**config.mk**
```make
export PLATFORM = sky130hd
export DESIGN_NAME = somador_serial
export DESIGN_NICKNAME = d
export VERILOG_FILES = /design/src/rtl/somador_pkg.sv /design/src/rtl/somador_completo_tt.sv /design/src/rtl/somador_serial.sv
export SDC_FILE = /design/constraint.sdc
export NUM_CORES = 1
export LEC_CHECK = 0
export CAP_MARGIN = 15
export CORE_MARGIN = 8
export CORE_UTILIZATION = 41
export DETAILED_ROUTE_END_ITERATION = 7
export PLACE_DENSITY_LB_ADDON = 0.3
export REMOVE_ABC_BUFFERS = 1
export SLEW_MARGIN = 40
export SYNTH_ARGS = -nofsm -noshare
export SYNTH_HDL_FRONTEND = slang
export SYNTH_SLANG_ARGS = --single-unit
```
**constraint.sdc**
```tcl
create_clock -name clk -period 2 [get_ports clk]
set_input_delay 0.2 -clock clk [delete_from_list [all_inputs] [get_ports clk]]
set_output_delay 0.2 -clock clk [all_outputs]
set_load 0.01 [all_outputs]
```
**src/rtl/somador_pkg.sv**
```systemverilog
// Shared types and elaboration helpers for the serial adder.
package somador_pkg;

    typedef enum logic [1:0] {
        IDLE = 2'd0,
        RUN  = 2'd1,
        DONE = 2'd2
    } state_t;

    function automatic int steps(input int width, input int digit);
        return width / digit;
    endfunction

    // One extra count so the counter can hold STEPS after the final increment.
    function automatic int cnt_width(input int n_steps);
        return $clog2(n_steps + 1);
    endfunction

endpackage

```
**src/rtl/somador_completo_tt.sv**
```systemverilog
// Single-bit full adder written as an explicit truth table on {a, b, cin}.
module somador_completo_tt (
    input  logic a_i,
    input  logic b_i,
    input  logic cin_i,
    output logic s_o,
    output logic cout_o
);

    always_comb begin
        // NOTE: default assignment before the case keeps this purely combinational (no latch).
        {cout_o, s_o} = 2'b00;
        case ({a_i, b_i, cin_i})
            3'b000: {cout_o, s_o} = 2'b00;
            3'b001: {cout_o, s_o} = 2'b01;
            3'b010: {cout_o, s_o} = 2'b01;
            3'b011: {cout_o, s_o} = 2'b10;
            3'b100: {cout_o, s_o} = 2'b01;
            3'b101: {cout_o, s_o} = 2'b10;
            3'b110: {cout_o, s_o} = 2'b10;
            3'b111: {cout_o, s_o} = 2'b11;
        endcase
    end

endmodule

```
**src/rtl/somador_serial.sv**
```systemverilog
// Multi-cycle adder: DIGIT bits of A+B+Cin per clock, start/done handshake.
// Optional macro SOMADOR_SERIAL_OVF_EN adds a registered two's-complement overflow output.
module somador_serial
    import somador_pkg::*;
#(
    parameter int WIDTH = 8,
    parameter int DIGIT = 1
) (
    input  logic             clk,
    input  logic             rst,
    input  logic             start,
    input  logic [WIDTH-1:0] a,
    input  logic [WIDTH-1:0] b,
    input  logic             cin,
    output logic             busy,
    output logic             done,
    output logic [WIDTH-1:0] sum,
    output logic             cout
`ifdef SOMADOR_SERIAL_OVF_EN
    ,
    output logic             ovf
`endif
);

    localparam int STEPS = steps(WIDTH, DIGIT);
    localparam int CNT_W = cnt_width(STEPS);
    localparam logic [CNT_W-1:0] LAST_STEP = CNT_W'(STEPS - 1);

    generate
        if (WIDTH < 1 || DIGIT < 1 || (WIDTH % DIGIT) != 0) begin : g_bad_cfg
            $error("somador_serial: DIGIT must be >=1 and divide WIDTH exactly");
        end
    endgenerate

    state_t             state_q;
    logic [WIDTH-1:0]   opa_q;
    logic [WIDTH-1:0]   opb_q;
    logic               carry_q;
    logic [CNT_W-1:0]   cnt_q;
    logic               busy_q;
    logic               done_q;
    logic [WIDTH-1:0]   sum_q;
    logic               cout_q;

    logic [DIGIT:0]     chain;
    logic [DIGIT-1:0]   slice_s;
    logic [WIDTH-1:0]   opa_d;
    logic [WIDTH-1:0]   opb_d;
    logic               carry_d;

    // Ripple slice over the DIGIT low bits of both operands.
    assign chain[0] = carry_q;
    for (genvar i = 0; i < DIGIT; i++) begin : g_slice
        somador_completo_tt u_fa (
            .a_i    (opa_q[i]),
            .b_i    (opb_q[i]),
            .cin_i  (chain[i]),
            .s_o    (slice_s[i]),
            .cout_o (chain[i+1])
        );
    end

    // Operand A register doubles as the result register: slice bits enter at the MSB end
    // as consumed operand bits leave at the LSB end.
    generate
        if (DIGIT == WIDTH) begin : g_one_step
            assign opa_d = slice_s;
        end else begin : g_multi_step
            assign opa_d = {slice_s, opa_q[WIDTH-1:DIGIT]};
        end
    endgenerate

    assign opb_d   = opb_q >> DIGIT;
    assign carry_d = chain[DIGIT];

`ifdef SOMADOR_SERIAL_OVF_EN
    logic ovf_q;
    assign ovf = ovf_q;
`endif

    always_ff @(posedge clk) begin
        // NOTE: sequential state uses non-blocking assignments so all registers update together.
        if (rst) begin
            state_q <= IDLE;
            opa_q   <= '0;
            opb_q   <= '0;
            carry_q <= 1'b0;
            cnt_q   <= '0;
            busy_q  <= 1'b0;
            done_q  <= 1'b0;
            sum_q   <= '0;
            cout_q  <= 1'b0;
`ifdef SOMADOR_SERIAL_OVF_EN
            ovf_q   <= 1'b0;
`endif
        end else begin
            case (state_q)
                IDLE: begin
                    done_q <= 1'b0;
                    if (start) begin
                        opa_q   <= a;
                        opb_q   <= b;
                        carry_q <= cin;
                        cnt_q   <= '0;
                        busy_q  <= 1'b1;
                        state_q <= RUN;
                    end
                end
                RUN: begin
                    opa_q   <= opa_d;
                    opb_q   <= opb_d;
                    carry_q <= carry_d;
                    cnt_q   <= cnt_q + CNT_W'(1);
                    if (cnt_q == LAST_STEP) begin
                        sum_q   <= opa_d;
                        cout_q  <= carry_d;
`ifdef SOMADOR_SERIAL_OVF_EN
                        ovf_q   <= chain[DIGIT-1] ^ chain[DIGIT];
`endif
                        busy_q  <= 1'b0;
                        done_q  <= 1'b1;
                        state_q <= DONE;
                    end
                end
                DONE: begin
                    done_q  <= 1'b0;
                    state_q <= IDLE;
                end
                default: begin
                    busy_q  <= 1'b0;
                    done_q  <= 1'b0;
                    state_q <= IDLE;
                end
            endcase
        end
    end

    assign busy = busy_q;
    assign done = done_q;
    assign sum  = sum_q;
    assign cout = cout_q;

endmodule

```
# After elaboration in Yosys (flattened, before gate mapping)
# Memory sizes are Yosys's and may differ from the RTL's. A register that Yosys moved wholly into a read port is not among the register bits.
# Index checks and enable logic that the tools add are counted.
# W data, S select, Z words.
# word_totals
n_memories	1
output_inout_bits	11
word_cells	41
rom_bits	16
register_bits	34
inputBits	20
# classes
n_addsub	1
n_eq_ne	5
n_reduce_logical	7
n_mux	16
n_bitwise	2
# mem_list
memory	depth	width	rd	rd_clocked_by_memory_dff	write_ports	line	text
(name not given)	8	2	1	1	0	somador_completo_tt.sv:13	case ({a_i, b_i, cin_i})
# op_table
cell	count
$pmux W8 S2	2
$mux W8	2
$pmux W4 S2	1
$mux W3	2
$reduce_and A2 Y1	3
$add A4 B1 Y4 const B	1
$eq A4 B3 Y1 const B	1
$mux W2	2
$mux W4	1
$ne A2 B2 Y1 const B	2
$pmux W2 S2	1
$mux W1	3
$pmux W1 S3	1
$reduce_and A3 Y1	1
$eq A2 B1 Y1 const B	1
$eq A2 B2 Y1 const B	1
$logic_not A2 Y1	1
$not A1 Y1	2
$pmux W1 S2	1
$reduce_bool A2 Y1	1
$reduce_or A2 Y1	1

# Longest topological paths before layout
# depth
ltp_word	5
mapped_depth	8
ltp_nobuf	6

# Modules after synthesis
# A second synthesis with hierarchy kept.
# hier_totals
cells_unflattened	175
hier_area_um2	1596.5
# modules_own_cells
mod	area_per_inst_um2	seq_area_each_um2	cells_per_inst	instances
somador_serial	1546.5	680.7	168	1
somador_completo_tt	50.0	0.0	7	1

# Worst setup path after synthesis
# Ideal clock, no wire load.
# synth_timing
path_kind	reg-to-reg
startpoint	reg state_q[0]
endpoint	reg g_slice[0].u_fa.s_o (netlist name)
n_path_buf	3
synth_period_minus_slack_ns	1.782
required_time_ns	1.864
setup_slack_ns	0.218
setup_ns	0.136
stages_incl_launch_ff	8
arrival_ns	1.646
path_cell_list	dfxtp_1 > buf_2 > o21ba_2 > buf_2 > buf_4 > a211o_1 > ha_1 > xor2_1
# synth_lines
element	line	text
from (decl)	somador_serial.sv:35	state_t state_q;
from (signal assigned)	somador_serial.sv:84	state_q <= IDLE;
from (signal assigned)	somador_serial.sv:106	state_q <= RUN;
from (signal assigned)	somador_serial.sv:122	state_q <= DONE;

==> results <==
- The post-synth design cell area is between 1500 and 2000 um2.
- The Yosys step of the flow raised 0 warnings.
- Buffers inserted to repair hold after CTS numbered 0.
- The cell at the root of the clock tree is clkbuf_8.
- The post-synthesis sequential area ratio is 0.4579.
- The number of buffers inserted by post-CTS setup repair is 0.
- The area of all placed cells without fillers is 1998 um2.
- The share of total power dissipated in sequential elements is 0.545.
- The number of diodes is 0.
- The switching part of the total is 0.2485.
- Leaving out fill and tap cells, the most frequent cells in the layout are dfxtp_1, clkdlybuf4s50_1, nor2_1, a211oi_1, nand2_1.
- Dividing the final minimum period by the clock period gives 0.9270.
- The post-cts gate resize count is 0.
- The initial core utilization is 0.4267.
- At the pin with the least slew margin, the transition time is between 0.5 and 0.6 ns.
- Dividing the detail-routed via count by the number of cells gives around 5.4.
- The placement-stage cell area is 1929 um2.
- The count of final hold-check violations is 0.
- Once placement completed, the tool counted placed cells totaling around 250.
- Data on the critical path is required at its endpoint by 2.15 ns.
- For this run, the slowest stage of the critical path takes between 0.4 and 0.5 ns.
- The signal on the critical path passes through nand2b_1, mux2i_1, a211o_1, ha_1, xor2_1.
- The start point of the worst hold path is opb_q[7].
- At the worst endpoint, the arrival time is 2.00 ns.
- The critical path contains buffers and inverters numbering 0 combined.
- For this run, the total global-route usage over all layers was measured as 0.1268.
- By startpoint and endpoint, the worst setup path is classified as register to register.
- The clock tree synthesis step divided the H-tree into 2 levels.
- The share of total power dissipated in combinational logic is 0.146.
- The number of placement rows is 22.
- The number of port buffers is 30.
- The sequential cells in the finished layout cover a total of ~720 um2.
- Power comes to ~1500 uW.
- The commonest non-fill, non-tap cell in the layout is dfxtp_1.
- The peak ir drop on the vdd network is approximately 0.43 mV.
- The final setup violation count is 0.
- The clock period minus final worst setup slack is around 1.9 ns.
- The leakage power figure is 0.0007312 uW.
- The power per cell area is roughly 730 nW/um2.
- The number of remaining DRC errors is 0.
- For flop-to-flop paths, the worst setup slack is between 0.1 and 0.15 ns.
- The HPWL after detailed placement is 2.784 mm.
- The element type at the critical path end is a register.
- The number of antenna violations at the first check in global routing was 0.
- The per-cell routed wire length is between 10 and 15 um.
- Summed over all nets, the switching power comes to between 300 and 400 uW.
- Counting distinct cell types in the post-synthesis netlist gives 33.
- The CTS tree is done.
- The family with the most delay on the worst path is flip-flops.
- The number of pins with negative max-slew slack in the final report came to 0.
- In this run the vertical extent of the chip is between 70 and 80 um.
- The global placement routability congestion is ~0.76.
- The maximum count of clock buffers along a single path is 2.
- The floorplan die area is between 6000 and 7000 um2.
- The area occupied by multi-input gates is between 700 and 800 um2.
- The number of buffers created by CTS is 5.
- The number of iterations in the first detailed-routing pass is 5.
- For this run, the post-layout net count is between 200 and 250.
- The internal portion of the total power is around 1100 uW.
- The die boundary width is slightly below 80 um.
- The clock net in this run drives a total of 36 sinks.
- After clock tree synthesis, the clock-pin slew on the worst setup and hold paths is around 0.070 ns.
- The area growth from synthesis to layout is 26.95%.
- The cell type of the slowest stage on the worst timing path is dfxtp_1.
- The fraction of final layout cells with drive strength greater than 1 is 0.08780.
- In this run the count of I/O pins placed on the die edge is 31.
- The area of the core region is approximately 3700 um2.
- The clock reaches the later pin of the worst-skew pair after 0.28 ns.
- The global-route congestion overflow total is 0.
- The source of the worst register-to-register timing path is state_q[0].
- The number of max-cap violations is 0.
- The number of global-route vias before repair came to approximately 1400.
- The average cell area after synthesis is a little under 9 um2.
- The final clock skew is ~0.0053 ns.
- The count of routing violations after the opening detailed-route iteration is roughly 110.
- Counting the fill cells in the layout gives approximately 360.
- For hold timing, the worst endpoint is opb_q[7].
- The remaining number of nets flagged by the antenna check after routing is 0.
- The run finished with clean final reports.
- The worst hold margin is 0.4607 ns.
- The worst-case reg-to-reg path depth is 5.
- The destination of the worst register-to-register timing path is g_slice[0].u_fa.s_o.
- The largest net degree at the start of global routing is 24.
- Setup repair after global routing left no endpoint under its margin.
- Synthesis produced between 150 and 200 cells.
- The maximum achievable frequency is roughly 0.54 GHz.
- Headroom to the max-slew limit came out at 0.6368.
- The global-route wire length before repair is 6.423 mm.
- Leaving out filler cells and counting taps, the final layout contains 253.
- The number of storage elements in the synthesis netlist is 36.
- The clock network fraction of design power is 0.309.
- The maximum fanout along the worst path is 9.
- The total vias in the final route is about 1400.
- The classification of the worst-slack hold path is register to register.
- The depth of the worst hold-timing path is 2.
- The worst setup path is launched from a register.
- The total wire length is between 3 and 4 mm.
- The final total negative setup slack is 0 ns.
[cell usage after synthesis, drive strengths merged]
| cell | instances | area (um2) |
|---|---|---|
| dfxtp | 36 | 720.7 |
| nor2 | 19 | 71.32 |
| a211oi | 13 | 97.59 |
| nand2 | 13 | 48.80 |
| a21oi | 11 | 55.05 |
| nand3 | 10 | 50.05 |
| o21ai | 10 | 50.05 |
| buf | 9 | 53.80 |
| clkbuf | 7 | 26.28 |
| o22ai | 7 | 43.79 |
| a311oi | 6 | 52.55 |
| mux2i | 4 | 40.04 |
| nand3b | 4 | 30.03 |
| ha | 3 | 37.54 |
| inv | 3 | 11.26 |
| a211o | 2 | 17.52 |
| nand2b | 2 | 12.51 |
| nor3 | 2 | 10.01 |
| nor3b | 2 | 15.01 |
| o31ai | 2 | 15.01 |
| a2111oi | 1 | 27.53 |
| a21boi | 1 | 7.510 |
| a22oi | 1 | 7.510 |
| and2b | 1 | 7.510 |
| and3b | 1 | 8.760 |
| clkinv | 1 | 3.750 |
| nand4 | 1 | 6.260 |
| nor4b | 1 | 8.760 |
| o21ba | 1 | 10.01 |
| o21bai | 1 | 18.77 |
| xor2 | 1 | 8.760 |
[routing by layer]
metal / GRT usage / part of all wire / vias to the layer above
met3: 0.04608 / 0.058 / 2
met5: 0 / 0 / -
met4: 0.02778 / 0.0040 / 0
met2: 0.2097 / 0.48 / 34
met1: 0.1537 / 0.45 / 639
li1: - / - / 699
[power groups by stage]
stage / Combinational, uW / Clock, uW / Sequential, uW
2_1_floorplan: 111 / 0 / 801
3_3_place_gp: 204 / 0 / 806
3_5_place_dp: 212 / 0 / 808
4_1_cts: 213 / 469 / 792
5_1_grt: 234 / 488 / 798
6_report: 212 / 450 / 793
[layout make-up]
cell class                      count  area share
Sequential cell                    36      0.3607
Timing Repair Buffer               40      0.1879
Multi-Input combinational cell    120      0.3795
Clock buffer                        5     0.03444
Tap cell                           48     0.03006
Inverter                            4    0.007514
[worst max-delay path by stage]
stage,depth (start not counted),start,endpoint
4_1_cts,5,state_q[0],g_slice[0].u_fa.s_o
2_1_floorplan,5,state_q[1],g_slice[0].u_fa.s_o
3_3_place_gp,6,start,g_slice[0].u_fa.s_o
3_5_place_dp,6,start,g_slice[0].u_fa.s_o
6_report,5,state_q[0],g_slice[0].u_fa.s_o
5_1_grt,5,state_q[0],g_slice[0].u_fa.s_o
[tightest hold or removal path: cells and delay by family, from the launching register on]
family,cells,cell delay (ns)
simple gates,1,0.05
flops,1,0.31
compound gates,1,0.05
[kinds of logic after synthesis]
group / Yosys count / synth area share
AOI/OAI and AO/OA: 56 / 0.2560
xor gates and xnor gates: 1 / 0.005565
adders and majority gates: 3 / 0.02385
buffers and inverters: 20 / 0.06041
DFF: 36 / 0.4579
muxes: 4 / 0.02544
and+or+nand+nor: 56 / 0.1709
[state kept, by name, summed over array words and instances (netlist names)]
register             count
done                     1
opb_q                    8
carry_q                  1
cout                     1
state_q                  2
opa_q                    8
cnt_q                    4
g_slice.u_fa.cout_o      1
busy                     1
g_slice.u_fa.s_o         1
sum                      8
[through the flow]
| stage | setup slack, ns | util |
|---|---|---|
| after global routing | 0.06390 | 0.5417 |
| final | 0.1460 | 0.5417 |
| after floorplan | 0.08250 | - |
| after detailed placement | 0.03157 | 0.5231 |
| after global placement | 0.07365 | 0.5231 |
| after CTS | 0.1410 | 0.5417 |
(Power assumes the default switching activity.)
